### src/rtl/ram_rd_streamer.sv
//==============================================================================
//  Module   : ram_rd_streamer
//  Purpose  : Read engine for ram_1r1w_sync_backpressure. Accepts a command
//             (base address, element count), issues sequential reads to the
//             RAM with address wrap at ELS_P-1, and returns the responses as a
//             valid/ready beat stream with a last flag.
//  Ports    : clk, rst_n                  clock, async active-low reset
//             cmd_val/cmd_rdy             command handshake
//             cmd_base_addr, cmd_num_els  first entry, entry count (0 legal)
//             rd_req_val/rdy/addr         RAM read-request port
//             rd_resp_val/rdy/data        RAM read-response port
//             out_val/rdy/data/last       output beat stream
//             busy                        command in progress
//  Options  : RAM_RD_STREAMER_OUT_REG_EN  registers the output through a
//             2-entry skid buffer (first beat one cycle later, full rate).
//  Revision : 1.0  initial release
//==============================================================================
`timescale 1ns/1ps
`default_nettype none

module ram_rd_streamer #(
    parameter int WIDTH_P  = 256,
    parameter int ELS_P    = 64,
    parameter int ADDR_W_P = (ELS_P > 1) ? $clog2(ELS_P) : 1,
    parameter int LEN_W_P  = 16
) (
    input  logic                clk,
    input  logic                rst_n,
    input  logic                cmd_val,
    input  logic [ADDR_W_P-1:0] cmd_base_addr,
    input  logic [LEN_W_P-1:0]  cmd_num_els,
    output logic                cmd_rdy,
    output logic                rd_req_val,
    output logic [ADDR_W_P-1:0] rd_req_addr,
    input  logic                rd_req_rdy,
    input  logic                rd_resp_val,
    input  logic [WIDTH_P-1:0]  rd_resp_data,
    output logic                rd_resp_rdy,
    output logic                out_val,
    output logic [WIDTH_P-1:0]  out_data,
    output logic                out_last,
    input  logic                out_rdy,
    output logic                busy
);

    localparam logic [1:0] c_st_idle  = 2'd0;
    localparam logic [1:0] c_st_issue = 2'd1;
    localparam logic [1:0] c_st_drain = 2'd2;

    localparam logic [ADDR_W_P-1:0] c_last_addr = ADDR_W_P'(ELS_P - 1);

    logic [1:0]          r_state;
    logic [ADDR_W_P-1:0] r_cur_addr;
    logic [LEN_W_P-1:0]  r_num_els;
    logic [LEN_W_P-1:0]  r_issued_cnt;
    logic [LEN_W_P-1:0]  r_recv_cnt;

    logic                w_busy;
    logic                w_cmd_hs;
    logic                w_req_hs;
    logic                w_out_hs;
    logic                w_recv_last;
    logic                w_recv_inc;
    logic [LEN_W_P-1:0]  w_issued_nxt;

    assign w_busy       = (r_state != c_st_idle);
    assign cmd_rdy      = (r_state == c_st_idle);
    assign busy         = w_busy;
    assign rd_req_val   = (r_state == c_st_issue);
    assign rd_req_addr  = r_cur_addr;

    assign w_cmd_hs     = cmd_val & cmd_rdy;
    assign w_req_hs     = rd_req_val & rd_req_rdy;
    assign w_out_hs     = out_val & out_rdy;
    assign w_issued_nxt = r_issued_cnt + LEN_W_P'(1);
    // Response currently being received is the final one of the command.
    assign w_recv_last  = (r_recv_cnt == (r_num_els - LEN_W_P'(1)));

`ifdef RAM_RD_STREAMER_OUT_REG_EN
    // Two entries let a response be accepted on the same cycle the head
    // leaves, so rd_resp_rdy never drops while out_rdy is high.
    logic [WIDTH_P:0] r_skid [2];
    logic             r_wr_ptr;
    logic             r_rd_ptr;
    logic [1:0]       r_count;
    logic             w_full;
    logic             w_push;
    logic             w_pop;

    assign w_full      = (r_count == 2'd2);
    assign w_push      = w_busy & rd_resp_val & ~w_full;
    assign w_pop       = (r_count != 2'd0) & out_rdy;
    assign rd_resp_rdy = w_busy & ~w_full;
    assign out_val     = (r_count != 2'd0);
    assign out_data    = r_skid[r_rd_ptr][WIDTH_P-1:0];
    assign out_last    = out_val & r_skid[r_rd_ptr][WIDTH_P];
    assign w_recv_inc  = w_push;

    always_ff @(posedge clk or negedge rst_n) begin
        if (!rst_n) begin
            r_skid[0] <= '0;
            r_skid[1] <= '0;
            r_wr_ptr  <= 1'b0;
            r_rd_ptr  <= 1'b0;
            r_count   <= 2'd0;
        end else begin
            if (w_push) begin
                r_skid[r_wr_ptr] <= {w_recv_last, rd_resp_data};
                r_wr_ptr         <= ~r_wr_ptr;
            end
            if (w_pop) begin
                r_rd_ptr <= ~r_rd_ptr;
            end
            r_count <= r_count + {1'b0, w_push} - {1'b0, w_pop};
        end
    end
`else
    // Responses are ignored while idle; the RAM never produces one then.
    assign out_val     = w_busy & rd_resp_val;
    assign out_data    = rd_resp_data;
    assign rd_resp_rdy = w_busy & out_rdy;
    assign out_last    = out_val & w_recv_last;
    assign w_recv_inc  = w_out_hs;
`endif

    always_ff @(posedge clk or negedge rst_n) begin
        if (!rst_n) begin
            r_state      <= c_st_idle;
            r_cur_addr   <= '0;
            r_num_els    <= '0;
            r_issued_cnt <= '0;
            r_recv_cnt   <= '0;
        end else begin
            // w_recv_inc is gated by w_busy, so this never races the clear
            // performed on command acceptance below.
            if (w_recv_inc) begin
                r_recv_cnt <= r_recv_cnt + LEN_W_P'(1);
            end
            case (r_state)
                c_st_idle: begin
                    if (w_cmd_hs) begin
                        r_cur_addr   <= cmd_base_addr;
                        r_num_els    <= cmd_num_els;
                        r_issued_cnt <= '0;
                        r_recv_cnt   <= '0;
                        if (cmd_num_els != '0) begin
                            r_state <= c_st_issue;
                        end
                    end
                end
                c_st_issue: begin
                    if (w_req_hs) begin
                        r_issued_cnt <= w_issued_nxt;
                        r_cur_addr   <= (r_cur_addr == c_last_addr) ? '0
                                        : r_cur_addr + ADDR_W_P'(1);
                        if (w_issued_nxt == r_num_els) begin
                            r_state <= c_st_drain;
                        end
                    end
                end
                c_st_drain: begin
                    // The last-tagged beat is the final one held anywhere,
                    // so its handshake means every response has left.
                    if (w_out_hs && out_last) begin
                        r_state <= c_st_idle;
                    end
                end
                default: r_state <= c_st_idle;
            endcase
        end
    end

`ifndef SYNTHESIS
    a_no_resp_idle: assert property (@(posedge clk) disable iff (!rst_n)
        !((r_state == c_st_idle) && rd_resp_val));
`endif

endmodule

`default_nettype wire

### config.mk
export PLATFORM = sky130hd
export DESIGN_NAME = ram_rd_streamer
export DESIGN_NICKNAME = d
export VERILOG_FILES = /design/src/rtl/ram_rd_streamer.sv
export SDC_FILE = /design/constraint.sdc
export NUM_CORES = 1
export LEC_CHECK = 0
export CELL_PAD_IN_SITES_DETAIL_PLACEMENT = 1
export CELL_PAD_IN_SITES_GLOBAL_PLACEMENT = 1
export CORE_AREA = 4 4 213 215
export CTS_CLUSTER_DIAMETER = 30
export DETAILED_ROUTE_END_ITERATION = 8
export DIE_AREA = 0 0 217 219
export PLACE_DENSITY = 0.67
export SLEW_MARGIN = 40
export SYNTH_ARGS = -nofsm -noshare
export SYNTH_HDL_FRONTEND = slang
export SYNTH_SLANG_ARGS = --single-unit
### constraint.sdc
create_clock -name clk -period 8.9 [get_ports clk]
set_clock_uncertainty 0.15 [all_clocks]
set_input_delay 1.78 -clock clk [delete_from_list [all_inputs] [get_ports clk]]
set_output_delay 1.78 -clock clk [all_outputs]
set_load 0.01 [all_outputs]
# Yosys cells after proc, flatten, opt, wreduce, memory -nomap -nowiden
# Cells that the tools add are included.
# W data, S select, Z words.
classes:
  n_addsub: 4
  eq_ne: 10
  muxes: 16
  bitwise_logic: 6
  n_reduce_logical: 8
ops:
  columns: ["op", "count"]
  rows:
  - ["$mux W16", 5]
  - ["$add A16 B1 Y16 const B", 2]
  - ["$eq A16 B16 Y1", 2]
  - ["$pmux W16 S2", 1]
  - ["$mux W6", 3]
  - ["$reduce_bool A16 Y1", 1]
  - ["$sub A16 B1 Y16 const B", 1]
  - ["$pmux W6 S2", 1]
  - ["$mux W2", 5]
  - ["$ne A2 B1 Y1 const B", 4]
  - ["$add A6 B1 Y6 const B", 1]
  - ["$and A1 B1 Y1", 6]
  - ["$eq A6 B6 Y1 const B", 1]
  - ["$pmux W2 S3", 1]
  - ["$reduce_and A5 Y1", 1]
  - ["$reduce_bool A2 Y1", 2]
  - ["$reduce_and A3 Y1", 1]
  - ["$eq A2 B1 Y1 const B", 1]
  - ["$eq A2 B2 Y1 const B", 1]
  - ["$logic_not A2 Y1", 1]
  - ["$ne A2 B2 Y1 const B", 1]
  - ["$reduce_and A2 Y1", 1]
  - ["$logic_and A1 B1 Y1", 1]
totals:
  reg_bits: 56
  output_inout_bits: 268
  word_cells: 49

# Depth between registers and ports, before layout
# Gate-level depths: netlist of run 1.
depth:
  word_depth: 6
  depth_mapped: 10
  depth_no_buf: 9

# Worst setup path after synthesis of run 1
# OpenSTA, ideal clock, no wires.
synth_path:
  kind: "input -> output"
  startpoint: "input rd_resp_val"
  endpoint: "output out_last"
  arrival_ns: 2.764
  path_slack_ns: 4.206
  stages: 5
  path_buffers: 0
  path_cell_list: "nor2b_1 -> nand4_1 -> nor4_1 -> nand2_1 -> nor3_1"
synth_via:
  elab_chain_cells: 2
synth_rtl:
  columns: ["element", "line_no", "text"]
  rows:
  - ["start: declaration", "36", "input logic rd_resp_val,"]
  - ["$and A1 B1 Y1", "119", "assign out_val = w_busy & rd_resp_val;"]
  - ["$and A1 B1 Y1", "122", "assign out_last = out_val & w_recv_last;"]
  - ["end: declaration", "41", "output logic out_last,"]
# No other way between the ends.

# Worst setup path in the final report of run 1
# Same ends and word-level chain as after synthesis.

==> results.yml, run 1 <==
run_status:
  status: "completed"
timing:
  hold_viol: 0
  fin_crit_ns: 6.01
  max_slew_margin: 0.497
  slew_violations: 0
  setup-violations-final: 0
  setup_ws_ns: 2.89
  grt_setup_unrepaired: "no"
  final.setup.tns_ns: 0
  worst_pin_slew_ns: 0.752
  fin_crit_sh: 0.676
  fmax_mhz: 166
grt:
  grt_max_degree: 57
  grt-ovfl-total: 0
  antenna_found_initial: 1
  grt_pass1_vias: 3897
  grt_pass1_wl_um: 23900
  grt_usage: 0.0652
clock_tree:
  path_clk_slew_ns: 0.07
  htree_levels: 2
  cts_buffer_depth: 2
  numCtsBuffers: 5
  cts_resized: 0
  cts_root_buf: "clkbuf_16"
  cts.sinks: 56
  postCtsSetupRepairBufs: 0
  cts_tree: "built"
  hold_buffers: 0
  clkLatencyLatePin_ns: 0.30
route:
  drtPass1Iterations: 4
  drcViolationCount: 0
  met3WireLength_um: 1930
  viasPerCell: 3.45
  drt_iter0_drc: 147
  top_layer_used: "met5"
  met1_length_um: 5800
  routed-via-count: 3652
  routed_wl_um: 16000
  wl_met2_um: 7660
  ant_nets: 0
  wl_per_cell_um: 15.1
synthesis:
  ys.flop_type: "dfrtp_1"
  ys_ff_latch: 56
  synth_seq_area_share: 0.248
  yosysUniqueCellTypes: 64
  synth-edff-count: 0
  syn_nets: 991
  yosys_warnings: 0
  synth-async-reset-ratio: 1.00
  syn_avg_cell_area_um2: 8.04
  synthCells: 703
  syn_area_um2: 5660
layout:
  multi_input_area_um2: 2160
  area_delta_synth_final_pct: -13.8
  regArea_um2: 1400
  nets: 756
  layout-drive-gt1-share: 0.0491
  antenna_cells: 0
  nFillCells: 5259
placement:
  hpwl_um: 12500
  port_buffers: 39
  place_ws_ns: 2.90
  place.gp.congestion: 0.784
floorplanning:
  dieArea_um2: 47500
  io_pins: 552
  fp.dieW_um: 217
  fp.coreArea_um2: 43700
  initial_core_util: 0.129
  die_y_um: 219
  rows: 77
setup_path:
  cp-start-kind: "input port"
  slowest_stage: "clkdlybuf4s50_1"
  cp.required_ns: 6.97
  arrival_ns: 4.08
  path_cells: "clkdlybuf4s50_1, nor2b_1, nand4_1, nor4_1, nand2_1, nor3_1, clkdlybuf4s50_1"
  crit_buf_inv: 2
  critical_path_class: "input port to primary output"
  endpoint_kind: "primary output"
  crit_family: "simple AND/OR/NAND/NOR gates"
  path_max_fanout: 2
  cpPeakStageDelay_ns: 0.65
  critPathMostFrequentCell: "clkdlybuf4s50_1"
power:
  p_per_area_nw_per_um2: 252
  power.leakage_nw: 1.75
  ir_worst_vdd_v: 0.0000774
flow_run:
  cap_violations: 0
hold_path:
  hold_class: "flop to flop"
==> per-stage QoR <==
stage / total power, mW / instances / util / area [um^2] / hold WS, ns
after CTS: 1.25 / 1060 / 0.111 / 4870 / 0.414
after global placement: 1.02 / 1053 / 0.108 / 4740 / 0.355
after global routing: 1.34 / 1060 / 0.111 / 4870 / 0.441
after detailed placement: 1.04 / 1053 / 0.108 / 4740 / 0.396
final: 1.23 / 1060 / 0.111 / 4870 / 0.402
after floorplan: 0.959 / 703 / - / 5660 / 0.336
==> layout by cell type (no fill, tap or decap), types with 2 or more instances in the layout <==
cell / netlist / routed
nand2_1: 73 / 73
dfrtp_1: 56 / 56
nor2_1: 51 / 51
clkdlybuf4s50_1: 0 / 38
xnor2_1: 30 / 30
o21ai_0: 30 / 30
xor2_1: 26 / 26
nand3_1: 20 / 20
a21oi_1: 13 / 13
nor3_1: 11 / 11
nor4_1: 10 / 10
inv_1: 7 / 7
a31oi_1: 7 / 7
nand4_1: 7 / 7
and3_1: 6 / 6
mux2i_1: 5 / 5
nand4b_1: 5 / 5
a22o_1: 5 / 5
clkbuf_16: 0 / 5
o31ai_1: 4 / 4
ha_1: 4 / 4
nand2b_1: 3 / 3
and4_1: 3 / 3
nor2b_1: 2 / 2
and2_1: 2 / 2
or3_1: 2 / 2
nor4b_1: 2 / 2
o2111ai_1: 2 / 2
and3_2: 2 / 2
o41ai_1: 2 / 2
buf_4: 258 / 2
==> worst register-to-register path, delay by kind of cell, from the launching register on <==
family / cells / cell delay (ns)
flip-flops: 1 / 0.45
AND/OR/NAND/NOR: 5 / 1.70
adder cells (fa/ha/maj): 1 / 0.41
AO/OA/AOI/OAI: 2 / 0.37
==> state kept, by name, summed over array words and instances, names as in the netlist <==
name and cells:
rd_req_addr 6, r_num_els 16, r_recv_cnt 16, r_issued_cnt 16, r_state 2
==> metal layers <==
| metal | global-route usage | up-vias |
|---|---|---|
| li1 | - | 1606 |
| met1 | 0.0647 | 1751 |
| met2 | 0.108 | 208 |
| met3 | 0.0407 | 81 |
| met4 | 0.0284 | 6 |
| met5 | 0.0135 | - |
==> synth_stat cells, types with 2 or more instances <==
master | n | area (um^2)
buf_4 | 258 | 1940
nand2_1 | 73 | 274
dfrtp_1 | 56 | 1400
nor2_1 | 51 | 191
o21ai_0 | 30 | 150
xnor2_1 | 30 | 263
xor2_1 | 26 | 228
nand3_1 | 20 | 100
clkbuf_1 | 17 | 63.8
a21oi_1 | 13 | 65.1
nor3_1 | 11 | 55.1
nor4_1 | 10 | 62.6
a31oi_1 | 7 | 43.8
inv_1 | 7 | 26.3
nand4_1 | 7 | 43.8
and3_1 | 6 | 37.5
a22o_1 | 5 | 43.8
mux2i_1 | 5 | 50.1
nand4b_1 | 5 | 43.8
buf_1 | 4 | 15.0
ha_1 | 4 | 50.1
o31ai_1 | 4 | 30.0
and4_1 | 3 | 26.3
nand2b_1 | 3 | 18.8
and2_1 | 2 | 12.5
and3_2 | 2 | 15.0
clkbuf_8 | 2 | 27.5
nor2b_1 | 2 | 12.5
nor4b_1 | 2 | 17.5
o2111ai_1 | 2 | 17.5
o41ai_1 | 2 | 17.5
or3_1 | 2 | 12.5
==> report_power, final <==
part,leakage (nW),switching [mW],internal [mW],total (mW)
clock,0.0667,0.0951,0.103,0.198
combinational,0.959,0.318,0.252,0.571
sequential,0.728,0.138,0.321,0.460
total,1.75,0.552,0.677,1.23
==> path summary, 6_finish.rpt <==
kind                            slack [ns]  depth (start not counted)               end             start
worst max-delay path                  2.89                          7          out_last       rd_resp_val
worst min-delay path                  0.40                          2  r_issued_cnt[15]  r_issued_cnt[15]
worst max register to register        5.71                          8        r_state[0]   r_issued_cnt[0]
worst min register to register        0.40                          2  r_issued_cnt[15]  r_issued_cnt[15]
max in group asynchronous             6.81                          2      r_num_els[5]             rst_n
min in group asynchronous             1.40                          2    rd_req_addr[1]             rst_n
==> logic make-up (layout without fill, tap and decap cells) <==
family          after synthesis  count (layout)  synth area share
mux                           6               6            0.0108
compound gates               75              75            0.0830
simple gates                214             214             0.192
flops                        56              56             0.248
fa+ha+maj                     4               4           0.00885
xor+xnor                     56              56            0.0867
buf+inv                     292              57             0.371
==> area by class of cell <==
class / instances / share of cell area
tap: 592 / 0.152
sequential: 56 / 0.288
inverter: 8 / 0.00616
clock buffer: 6 / 0.0264
multi-input combinational: 355 / 0.442
timing repair buffer: 42 / 0.0845
clock inverter: 1 / 0.00103
Power figures use the tool's default switching activity.
==> run 2, diff against run 1 <==
--- a/config.mk
+++ b/config.mk
@@ -7,11 +7,11 @@
 export LEC_CHECK = 0
 export CELL_PAD_IN_SITES_DETAIL_PLACEMENT = 1
 export CELL_PAD_IN_SITES_GLOBAL_PLACEMENT = 1
-export CORE_AREA = 4 4 213 215
+export CORE_AREA = 4 4 211 213
 export CTS_CLUSTER_DIAMETER = 30
 export DETAILED_ROUTE_END_ITERATION = 8
-export DIE_AREA = 0 0 217 219
-export PLACE_DENSITY = 0.67
+export DIE_AREA = 0 0 215 217
+export PLACE_DENSITY = 0.71
 export SLEW_MARGIN = 40
 export SYNTH_ARGS = -nofsm -noshare
 export SYNTH_HDL_FRONTEND = slang
==> constraint.sdc (replaced) <==
create_clock -name clk -period 4.85 [get_ports clk]
set_clock_uncertainty 0.15 [all_clocks]
set_input_delay 0.97 -clock clk [delete_from_list [all_inputs] [get_ports clk]]
set_output_delay 0.97 -clock clk [all_outputs]
set_load 0.01 [all_outputs]
==> run 2 against run 1 <==
Compared with the run above:
- hold slack worse by 0.011 ns
- routed wire length up 0.94%
- via count up 0.44%
- flip-flop and latch count unchanged
- highest routed layer unchanged
==> results.yml, run 2 (synthesis results as in run 1) <==
layout:
  stdcell_count: 1018
  reg.largest.list: "r_issued_cnt x16, r_num_els x16, r_recv_cnt x16"
  layout-drive-gt1-share: 0.0593
  antenna_cells: 0
  nets: 759
  final_common_cell: "nand2_1"
  final_cell_mix: "nand2_1 (73), dfrtp_1 (56), nor2_1 (51), clkdlybuf4s50_1 (37)"
  area_delta_synth_final_pct: -13.8
  nFillCells: 5040
timing:
  fin_crit_ns: 4.30
  grt_setup_unrepaired: "no"
  setup-violations-final: 0
  fin_crit_sh: 0.888
  final.setup.tns_ns: 0
  fmax_mhz: 232
  worst_pin_slew_ns: 0.775
  whs_ns: 0.391
  hold_viol: 0
  max_slew_margin: 0.479
  setup_ws_ns: 0.545
  slew_violations: 0
placement:
  place_ws_ns: 0.439
  hpwl_um: 12700
  place.gp.congestion: 0.793
  port_buffers: 39
  placed_cells: 1010
clock_tree:
  cts_root_buf: "clkbuf_16"
  clkLatencyLatePin_ns: 0.31
  cts_buffer_depth: 2
  cts.sinks: 56
  cts_tree: "built"
  numCtsBuffers: 5
  path_clk_slew_ns: 0.08
  htree_levels: 2
setup_path:
  rr_worst_depth: 8
  r2r-end: "r_state[0]"
  endpoint_kind: "primary output"
  r2r_start: "r_issued_cnt[0]"
  cp-start-kind: "flop"
  r2r_slack_ns: 1.64
  cp.required_ns: 3.73
  path_max_fanout: 9
  arrival_ns: 3.18
  critical_path_class: "flop to primary output"
  cp-startpoint: "r_num_els[0]"
grt:
  grt_max_degree: 57
  antenna_found_initial: 0
  grt_pass1_vias: 3901
  grt_pass1_wl_um: 24000
  grt-ovfl-total: 0
  grt_usage: 0.0672
flow_run:
  cap_violations: 0
power:
  comb_power_share: 0.457
  sequentialPowerShare: 0.360
  total_power_mw: 2.34
  power.internal_mw: 1.31
  p_sw_mw: 1.02
  swShare: 0.438
  pwr-share-clk: 0.183
  p_per_area_nw_per_um2: 480
  ir_worst_vdd_v: 0.000175
  power.leakage_nw: 1.80
route:
  top_layer_used: "met5"
  viasPerCell: 3.60
  met1_length_um: 5990
  drcViolationCount: 0
  routed-via-count: 3668
  drtPass1Iterations: 4
  ant_nets: 0
  met3WireLength_um: 2030
  routed_wl_um: 16200
  wl_met2_um: 7370
  wl_per_cell_um: 15.9
  drt_iter0_drc: 123
floorplanning:
  dieArea_um2: 46700
  fp.coreArea_um2: 42700
  initial_core_util: 0.132
  die_y_um: 217
  rows: 76
  fp.dieW_um: 215
  io_pins: 552
run_status:
  status: "completed"
hold_path:
  hold_class: "flop to flop"
  hold_path_end: "r_issued_cnt[15]"
  min_delay_path_depth: 2
  min_from: "r_issued_cnt[15]"
==> run 2: cell count changes in the layout (fill, tap and decap cells not counted), sizes merged <==
cell / change
bufinv: +1
buf: +3
dlymetal6s2s: +1
clkdlybuf4s50: -1
==> run 2: worst max-delay path by stage <==
stage | end | cells past startpoint
floorplan | out_last | 9
finish | out_last | 9
detailed placement | out_last | 9
global placement | out_last | 9
global route | out_last | 9
CTS | out_last | 9
==> run 2: stage by stage <==
stage	area [um^2]	utilization
global placement	4700	0.110
detailed placement	4700	0.110
finish	4870	0.114
global route	4870	0.114
floorplan	5660	-
CTS	4860	0.114
==> run 2: worst max-delay path, stage by stage (launching register included) <==
cell	delay [ns]
dfrtp_1	0.44
inv_1	0.10
ha_2	0.28
or4b_2	0.69
nor3b_1	0.31
xnor2_1	0.10
nor4_1	0.39
nand2_1	0.10
nor3_1	0.22
dlymetal6s2s_1	0.25
==> run 2: layout make-up <==
cell class	count	area, um^2	area share
clock buffers	6	129	0.0264
inverters	8	30.0	0.00616
well taps	546	683	0.140
repair buffers	45	437	0.0896
clock inverters	2	35.0	0.00719
multi-input cells	355	2160	0.443
flip-flops and latches	56	1400	0.288
==> run 2: layer usage <==
layer  vias to the layer above  global-route usage
met5                         -              0.0146
met4                         2              0.0404
met3                        89              0.0402
met2                       214               0.103
met1                      1751              0.0698
li1                       1612                   -
==> run 2: repair_timing <==
action                     4_1_cts  5_1_grt
resized for setup                0        2
setup endpoints to repair        0        1
hold buffers                     0        0
setup buffers                    0        0
==> run 2: power groups by stage <==
stage / Combinational (mW) / Sequential (mW) / Clock, mW
global route: 1.19 / 0.869 / 0.460
CTS: 1.08 / 0.843 / 0.437
detailed placement: 1.07 / 0.851 / 0
floorplan: 1.04 / 0.719 / 0
global placement: 1.04 / 0.838 / 0
finish: 1.07 / 0.842 / 0.427
